**config.mk**
```make
export PLATFORM = sky130hd
export DESIGN_NAME = bus_arbiter
export DESIGN_NICKNAME = d
export VERILOG_FILES = /design/src/rtl/bus_arbiter.sv
export SDC_FILE = /design/constraint.sdc
export NUM_CORES = 1
export LEC_CHECK = 0
export CAP_MARGIN = 10
export CORE_MARGIN = 4
export CORE_UTILIZATION = 32
export DETAILED_ROUTE_END_ITERATION = 16
export GPL_TIMING_DRIVEN = 0
export PLACE_DENSITY = 0.75
export SYNTH_ARGS = -nofsm -noshare
export SYNTH_HDL_FRONTEND = slang
export SYNTH_SLANG_ARGS = --single-unit
export TNS_END_PERCENT = 5
```
**constraint.sdc**
```tcl
create_clock -name clk -period 1.3 [get_ports clk]
set_input_delay 0.39 -clock clk [delete_from_list [all_inputs] [get_ports clk]]
set_output_delay 0.39 -clock clk [all_outputs]
set_load 0.1 [all_outputs]
```
**src/rtl/bus_arbiter.sv**
```systemverilog
`default_nettype none
// ============================================================================
// Module   : bus_arbiter
// Purpose  : Two-master / one-slave arbiter. It sits between the CPU's
//            instruction-fetch port (read only) and data port on one side and
//            the shared memory-unit bus on the other. The winning request is
//            latched, one transaction runs on the memory bus, and the read data
//            returns with a one-cycle done pulse to the winner. When both
//            masters request at once, the grant goes round-robin.
// Ports    : clk, reset              clock, synchronous active-high reset
//            i_addr/i_start          fetch request       -> i_q/i_done
//            d_addr/d_data/d_we/
//            d_start                 data request        -> d_q/d_done
//            mem_addr/mem_data/
//            mem_we/mem_start        memory request      <- mem_q/mem_done
// Params   : DATA_FIRST  1 = the data port wins the first simultaneous request
// Revision : 1.0  initial release
// ============================================================================
module bus_arbiter #(
    parameter bit DATA_FIRST = 1'b1
) (
    input  logic        clk,
    input  logic        reset,
    // instruction-fetch master
    input  logic [31:0] i_addr,
    input  logic        i_start,
    output logic [31:0] i_q,
    output logic        i_done,
    // data master
    input  logic [31:0] d_addr,
    input  logic [31:0] d_data,
    input  logic        d_we,
    input  logic        d_start,
    output logic [31:0] d_q,
    output logic        d_done,
    // memory-unit slave
    output logic [31:0] mem_addr,
    output logic [31:0] mem_data,
    output logic        mem_we,
    output logic        mem_start,
    input  logic [31:0] mem_q,
    input  logic        mem_done
);

    typedef enum logic [1:0] {
        ST_IDLE = 2'd0,
        ST_BUSY = 2'd1,
        ST_RESP = 2'd2
    } state_t;

    localparam logic c_own_i    = 1'b0;
    localparam logic c_own_d    = 1'b1;
    // "last" starts on the opposite port so that the preferred port wins first
    localparam logic c_last_rst = DATA_FIRST ? c_own_i : c_own_d;

    state_t      state_q;
    logic        owner_q;
    logic        last_q;
    logic [31:0] addr_q;
    logic [31:0] data_q;
    logic        we_q;
    logic [31:0] q_q;
    logic        i_done_q;
    logic        d_done_q;

    logic        w_req;
    logic        w_pick_data;

    // A sole requester wins; with two requesters the port that was not
    // granted last time wins.
    assign w_req       = i_start | d_start;
    assign w_pick_data = d_start & (~i_start | (last_q == c_own_i));

    always_ff @(posedge clk) begin
        if (reset) begin
            state_q  <= ST_IDLE;
            owner_q  <= c_own_i;
            last_q   <= c_last_rst;
            addr_q   <= '0;
            data_q   <= '0;
            we_q     <= 1'b0;
            q_q      <= '0;
            i_done_q <= 1'b0;
            d_done_q <= 1'b0;
        end else begin
            // Done pulses and read data live for exactly one cycle (RESP);
            // everywhere else they return to zero.
            i_done_q <= 1'b0;
            d_done_q <= 1'b0;
            q_q      <= '0;
            case (state_q)
                // A new grant may be made from RESP as well, so back-to-back
                // transactions need no IDLE bubble.
                ST_IDLE, ST_RESP: begin
                    if (w_req) begin
                        state_q <= ST_BUSY;
                        owner_q <= w_pick_data;
                        last_q  <= w_pick_data;
                        if (w_pick_data) begin
                            addr_q <= d_addr;
                            data_q <= d_data;
                            we_q   <= d_we;
                        end else begin
                            addr_q <= i_addr;
                            we_q   <= 1'b0;
                        end
                    end else begin
                        state_q <= ST_IDLE;
                    end
                end
                // Address/data/we stay latched for the whole transaction,
                // whatever the masters do with their inputs meanwhile.
                ST_BUSY: begin
                    if (mem_done) begin
                        state_q  <= ST_RESP;
                        q_q      <= mem_q;
                        i_done_q <= (owner_q == c_own_i);
                        d_done_q <= (owner_q == c_own_d);
                    end
                end
                default: begin
                    state_q <= ST_IDLE;
                end
            endcase
        end
    end

    // Start drops in the same cycle the memory reports done, so the memory
    // unit never sees a request for a second transaction it was not given.
    assign mem_start = (state_q == ST_BUSY) && !mem_done;
    assign mem_addr  = addr_q;
    assign mem_data  = data_q;
    assign mem_we    = we_q;

    assign i_done    = i_done_q;
    assign d_done    = d_done_q;
    assign i_q       = q_q;
    assign d_q       = q_q;

endmodule
`default_nettype wire

```
==> run summary, run 1 <==
Status = complete, but fails checks
Failing checks = negative setup slack
Cts hold-fix bufs = 0
Final Non-Filler Cells = 882
Vias in the first global route = 4539
GPL Wtd Cong = 0.7513
Total die area = 14040 sq um
Cts bufs inserted = 9
Synth Area in Simple Gates = 0.1687
Post-Synth Adder-Cell Area = 0
First-pass GRT wire length = 23850 microns
Part of the cycle the worst path needs = 1.195
Hold WC Path Type = reg2reg
FMAX = 644.0 MHz
Share of cells above drive strength 1 = 0.4728
Vias = 4362
Drt initial violations = 190
GR Util All Layers = 0.2127
Placed Area = 6807 sq um
CTS H-tree lvls = 3
Register area share after synthesis = 0.5226
Pre-CTS setup slack = -1.367 ns
Syn Area/Cell = 8.821 sq um
Most common cell in the netlist = dfxtp_1
Root Buffer Master = clkbuf_16
Final hold slack = 0.4937 ns
Synth top area share = 0.5226
Count of cell types in the netlist = 23
Main synth FF type = dfxtp_1
Largest net degree at the start of global routing = 17
Post-Synthesis Cell Area = 3907 sq um
Final hold vios = 0
PortBufs = 264
Synth async-reset ratio = 0
Multiplexer area fraction after synthesis = 0
Tmin final = 1.553 ns
Layout Nets = 863
Yosys warning total = 0
Finish-stage setup viols = 77
Type of origin of the critical path = flip-flop
Commonest cells in the netlist = 102 x dfxtp_1, 64 x a21oi_1, 36 x nor2_1
Die W = 118.5 microns
Ratio of total power to cell area = 1122 nW/um^2
DP Cell Count = 854
CTS Sinks = 102
Worst-Margin Slew = 0.7378 ns
Tot Pwr = 0.009837 W
Post-synthesis xor/xnor area fraction = 0
Core Rows = 40
Post-Syn Nets = 577
Clock-pin transition on the worst setup and hold timing paths = 0.07 ns
Arr. time, crit path = 1.16 ns
Via density = 4.946
Worst IR Drop VDD = 832.6 uV
Core Area = 11960 sq um
RSZ-0062 raised after global routing = true
Worst-path fanout max = 4
Drt pass-1 iters = 4
Main combinational cell family by area after synthesis = compound AO/OA/AOI/OAI gates
Synth area leader = dfxtp_1
Req. time, crit path = 0.91 ns
CTS tree = yes
Chip height = 118.5 microns
Worst setup EP type = primary output
GRT Residual Overflow = 0
Max cap viols = 0
Initial Util = 0.3267
CP Class = reg2out
Clock skew after layout = 0.007174 ns
Ranking of synthesized cells by area = dfxtp_1 52%, a21oi_1 8.2%, a211oi_1 6.1%
Pleak = 3.517 nW
Cell area after layout = 8767 sq um
# DRC = 0
Slew Limit Fails = 0
Post-synthesis cell count = 443
Final worst slack = -0.2529 ns
Top-Level Pins = 266
Synth Area in Compound Gates = 0.1985
Routed len/inst = 19.31 microns
Post-DP HPWL = 11460 microns
Worst-Skew Late Latency = 0.34 ns
Max clock buf depth = 2
Synthesis-to-layout area growth = 124.4%
Antenna violations before repair = 1
Detailed-route wire length = 17030 microns
Register bit total from synthesis = 102
Post-synth EDFFs = 0
Final ANT Viol Nets = 0
Slew HR = 0.5081
## power by group
group          total [W]  switching (W)  internal [W]
Combinational    0.00379        0.00228       0.00151
Clock            0.00248        0.00118       0.00130
Sequential       0.00357       0.000221       0.00335
Total            0.00984        0.00368       0.00616
## layout make-up
class	instances	area [sq um]
antenna	1	2.502
buffer	67	573.1
clock buffer	11	232.7
clock inverter	5	35.03
fill	765	3194
inverter	1	6.256
multi-input combinational	270	1556
sequential	102	2208
tap	147	183.9
timing repair buffer	278	3969
## cell usage in the layout (no fill, tap or decap)
| cell | count |
|---|---|
| dlygate4sd2_1 | 1 |
| dfxtp_2 | 82 |
| clkbuf_1 | 8 |
| a211oi_2 | 11 |
| nor4b_4 | 1 |
| inv_4 | 1 |
| buf_12 | 118 |
| nor2b_1 | 1 |
| o21ai_0 | 31 |
| and2_1 | 33 |
| clkinv_1 | 1 |
| a21boi_4 | 1 |
| buf_2 | 2 |
| a21bo_4 | 1 |
| clkbuf_16 | 9 |
| clkbuf_2 | 11 |
| nand2_1 | 32 |
| a211oi_1 | 21 |
| o21ba_2 | 1 |
| buf_6 | 37 |
| a21oi_1 | 56 |
| clkdlybuf4s50_1 | 129 |
| o21ai_1 | 1 |
| nor3b_4 | 1 |
| dfxtp_4 | 17 |
| diode_2 | 1 |
| buf_4 | 30 |
| a22oi_1 | 1 |
| dfxtp_1 | 3 |
| o21bai_4 | 1 |
| nor2_1 | 36 |
| clkinvlp_4 | 3 |
| a32oi_1 | 1 |
| buf_8 | 9 |
| inv_6 | 1 |
| clkbuf_4 | 2 |
| a21oi_2 | 8 |
| nand3_1 | 32 |
## per-layer routing
| metal | global-route usage | share of wire |
|---|---|---|
| met1 | 0.2180 | 0.35 |
| met2 | 0.4009 | 0.53 |
| met5 | 0 | 0 |
| met4 | 0.09124 | 0.036 |
| met3 | 0.06029 | 0.079 |
## sequential cells by signal (all words and copies together) (netlist names)
register	count
d_done	1
d_q	32
i_done	1
last_q	1
mem_addr	32
mem_data	32
mem_we	1
state_q	2
## worst max-delay path, cell delays in order, from the launching register on
cell and delay, ns:
dfxtp_4 0.36, nor3b_4 0.25, buf_12 0.21
## final timing paths
check	to	cells past startpoint	startpoint	slack, ns
setup / recovery	mem_start	2	state_q[0]	-0.25
hold / removal	i_done	1	last_q	0.49
setup reg to reg	mem_addr[8]	6	state_q[0]	-0.10
hold reg to reg	i_done	1	last_q	0.49
## metrics by stage
stage          TNS (ns)    util
2_1_floorplan    -6.636       -
3_3_place_gp    -138.79  0.5690
3_5_place_dp    -145.03  0.5690
4_1_cts          -18.44  0.6623
5_1_grt          -9.124  0.7330
6_report         -4.521  0.7330
## what timing repair did
item	in CTS	in global routing
pin swaps	5	26
setup buffers	5	5
cloned	0	4
resized for setup	1113	258
endpoints found under the setup margin	234	184
## logic make-up (layout without fill, tap and decap cells)
group,Yosys count,count (layout)
AND/OR/NAND/NOR,136,136
flip-flops,102,102
buffers and inverters,71,362
other,0,1
AO/OA/AOI/OAI,134,134
Power figures use the tool's default switching activity.
==> run 2, diff against run 1 <==
Settings changed: CORE_ASPECT_RATIO set to 1.2.
==> run summary, run 2 (synthesized netlist as in run 1, its figures left out) <==
GR Util All Layers = 0.2106 (-0.002106)
Routed len/inst = 19.49 microns (+0.96%)
Antenna diodes = 0 (-1)
Most common cell after layout, fill and taps aside = clkdlybuf4s50_1
Reg2reg setup slack = -0.19 ns (-0.09 ns)
Slew Limit Fails = 0 (unchanged)
RSZ-0062 raised after global routing = true
Final hold vios = 0 (unchanged)
Drt initial violations = 153 (-19%)
Fill cell count = 736 (-3.8%)
Cts bufs inserted = 9 (unchanged)
Final worst slack = -0.2449 ns (+0.008045 ns)
Root Buffer Master = clkbuf_16
Ratio of total power to cell area = 1134 nW/um^2 (+1.1%)
Drt pass-1 iters = 5 (+1)
Multi-input gate area = 1563 sq um (+0.40%)
PortBufs = 264 (unchanged)
Antenna violations before repair = 0 (-1)
Worst-path fanout max = 2 (-2)
Arr. time, crit path = 1.15 ns (about the same)
Layout Nets = 858 (-0.58%)
Vias in the first global route = 4397 (-3.1%)
Failing checks = negative setup slack
Total die area = 14050 sq um (about the same)
Final hold slack = 0.4759 ns (-0.01779 ns)
Max clock buf depth = 2 (unchanged)
FMAX = 647.3 MHz (+0.52%)
Via density = 5.007 (+1.2%)
Met1 Usage GRT = 0.2208 (+0.002842)
Met3 usage = 0.05082 (-0.009465)
Detailed-route wire length = 17270 microns (+1.4%)
Worst setup EP type = primary output
Worst IR Drop VDD = 866.0 uV (+4.0%)
Finish-stage setup viols = 83 (+7.8%)
Setup tns final = -7.435 ns (-2.914 ns)
Type of origin of the critical path = flip-flop
Req. time, crit path = 0.91 ns (about the same)
Post-DP HPWL = 11290 microns (-1.5%)
Worst-Margin Slew = 0.6282 ns (-0.1096 ns)
Final ANT Viol Nets = 0 (unchanged)
Hold WC Path Type = reg2reg
Worst min-delay path startpoint = last_q
Core Area = 11730 sq um (-1.9%)
CTS H-tree lvls = 3 (unchanged)
CTS tree = yes
Tmin final = 1.545 ns (-0.008045 ns)
# DRC = 0 (unchanged)
Status = complete, but fails checks
Slew HR = 0.5812 (+0.07310)
Chip height = 129.1 microns (+8.9%)
Vias = 4436 (+1.7%)
Max cap viols = 0 (unchanged)
Pleak = 3.532 nW (+0.43%)
CP Class = reg2out
Initial Util = 0.3332 (+0.006482)
Worst-Skew Late Latency = 0.34 ns (about the same)
GRT Max-Usage Layer = met2
Part of the cycle the worst path needs = 1.188 (-0.006188)
Reg2reg start = state_q[0]
Die W = 108.9 microns (-8.1%)
GPL Wtd Cong = 0.8090 (+7.7%)
Clock-pin transition on the worst setup and hold timing paths = 0.07 ns (about the same)
Worst Setup SP = state_q[0]
Commonest cells after routing, fill and taps aside = 129 x clkdlybuf4s50_1, 116 x buf_12, 84 x dfxtp_2
Seq. cell area = 2215 sq um (+0.28%)
Routing usage on met2 = 0.3839 (-0.01691)
Top-Level Pins = 266 (unchanged)
GRT Residual Overflow = 0 (unchanged)
Clock skew after layout = 0.005244 ns (-0.001930 ns)
First-pass GRT wire length = 22870 microns (-4.1%)
Synthesis-to-layout area growth = 125.1%
Largest net degree at the start of global routing = 18 (+1)
CTS Sinks = 102 (unchanged)
Share of cells above drive strength 1 = 0.4787 (+0.005986)
Core Rows = 43 (+7.5%)
==> run 2: changes by cell type in the layout (fill, tap and decap cells not counted), sizes merged <==
cell	change
buf	-6
clkinv	+1
clkinvlp	-2
diode	-1
inv	+2
==> run 2: power by group <==
group	leakage (nW)	internal [W]	switching, W
Sequential	0.882	0.00334	0.000218
Clock	0.141	0.00137	0.00122
Combinational	2.51	0.00154	0.00229
==> run 2: path summary, 6_finish.rpt <==
| kind | to | cells after the start |
|---|---|---|
| setup / recovery | mem_start | 2 |
| hold reg to reg | i_done | 1 |
| hold / removal | i_done | 1 |
| setup reg to reg | d_q[10] | 5 |
==> run 2: metrics by stage <==
step / setup slack [ns] / cell area [sq um] / instances / util / power (W)
floorplan: -0.3204 / 3980 / 443 / - / 0.005603
global placement: -1.360 / 6819 / 864 / 0.5814 / 0.006577
detailed placement: -1.369 / 6819 / 864 / 0.5814 / 0.006621
CTS: -0.2570 / 8025 / 883 / 0.6842 / 0.009752
global route: -0.3057 / 8795 / 886 / 0.7498 / 0.01029
finish: -0.2449 / 8795 / 886 / 0.7498 / 0.009974
==> run 2: timing repair <==
action / 4_1_cts / 5_1_grt
resized for setup: 1142 / 230
hold buffers: 0 / 0
cloned: 0 / 1
pin swaps: 1 / 32
setup buffers: 5 / 3
setup endpoints to repair: 234 / 174
==> run 2: cell type report <==
cell class / instances / area share
Multi-Input combinational cell: 270 / 0.1777
Clock buffer: 10 / 0.02717
Timing Repair Buffer: 273 / 0.4474
Inverter: 1 / 0.0007113
Clock inverter: 6 / 0.004979
Tap cell: 157 / 0.02234
Sequential cell: 102 / 0.2518
Buffer: 67 / 0.06786
==> run 2: worst max-delay path: stages (launching register included) <==
cell and delay (ns):
dfxtp_4 0.35, nor3b_4 0.25, buf_12 0.22
==> run 2: per-layer routing <==
layer	wire, microns	share of wire
met1	6056	0.35
met2	9129	0.53
met3	1389	0.080
met5	0	0
met4	695	0.040
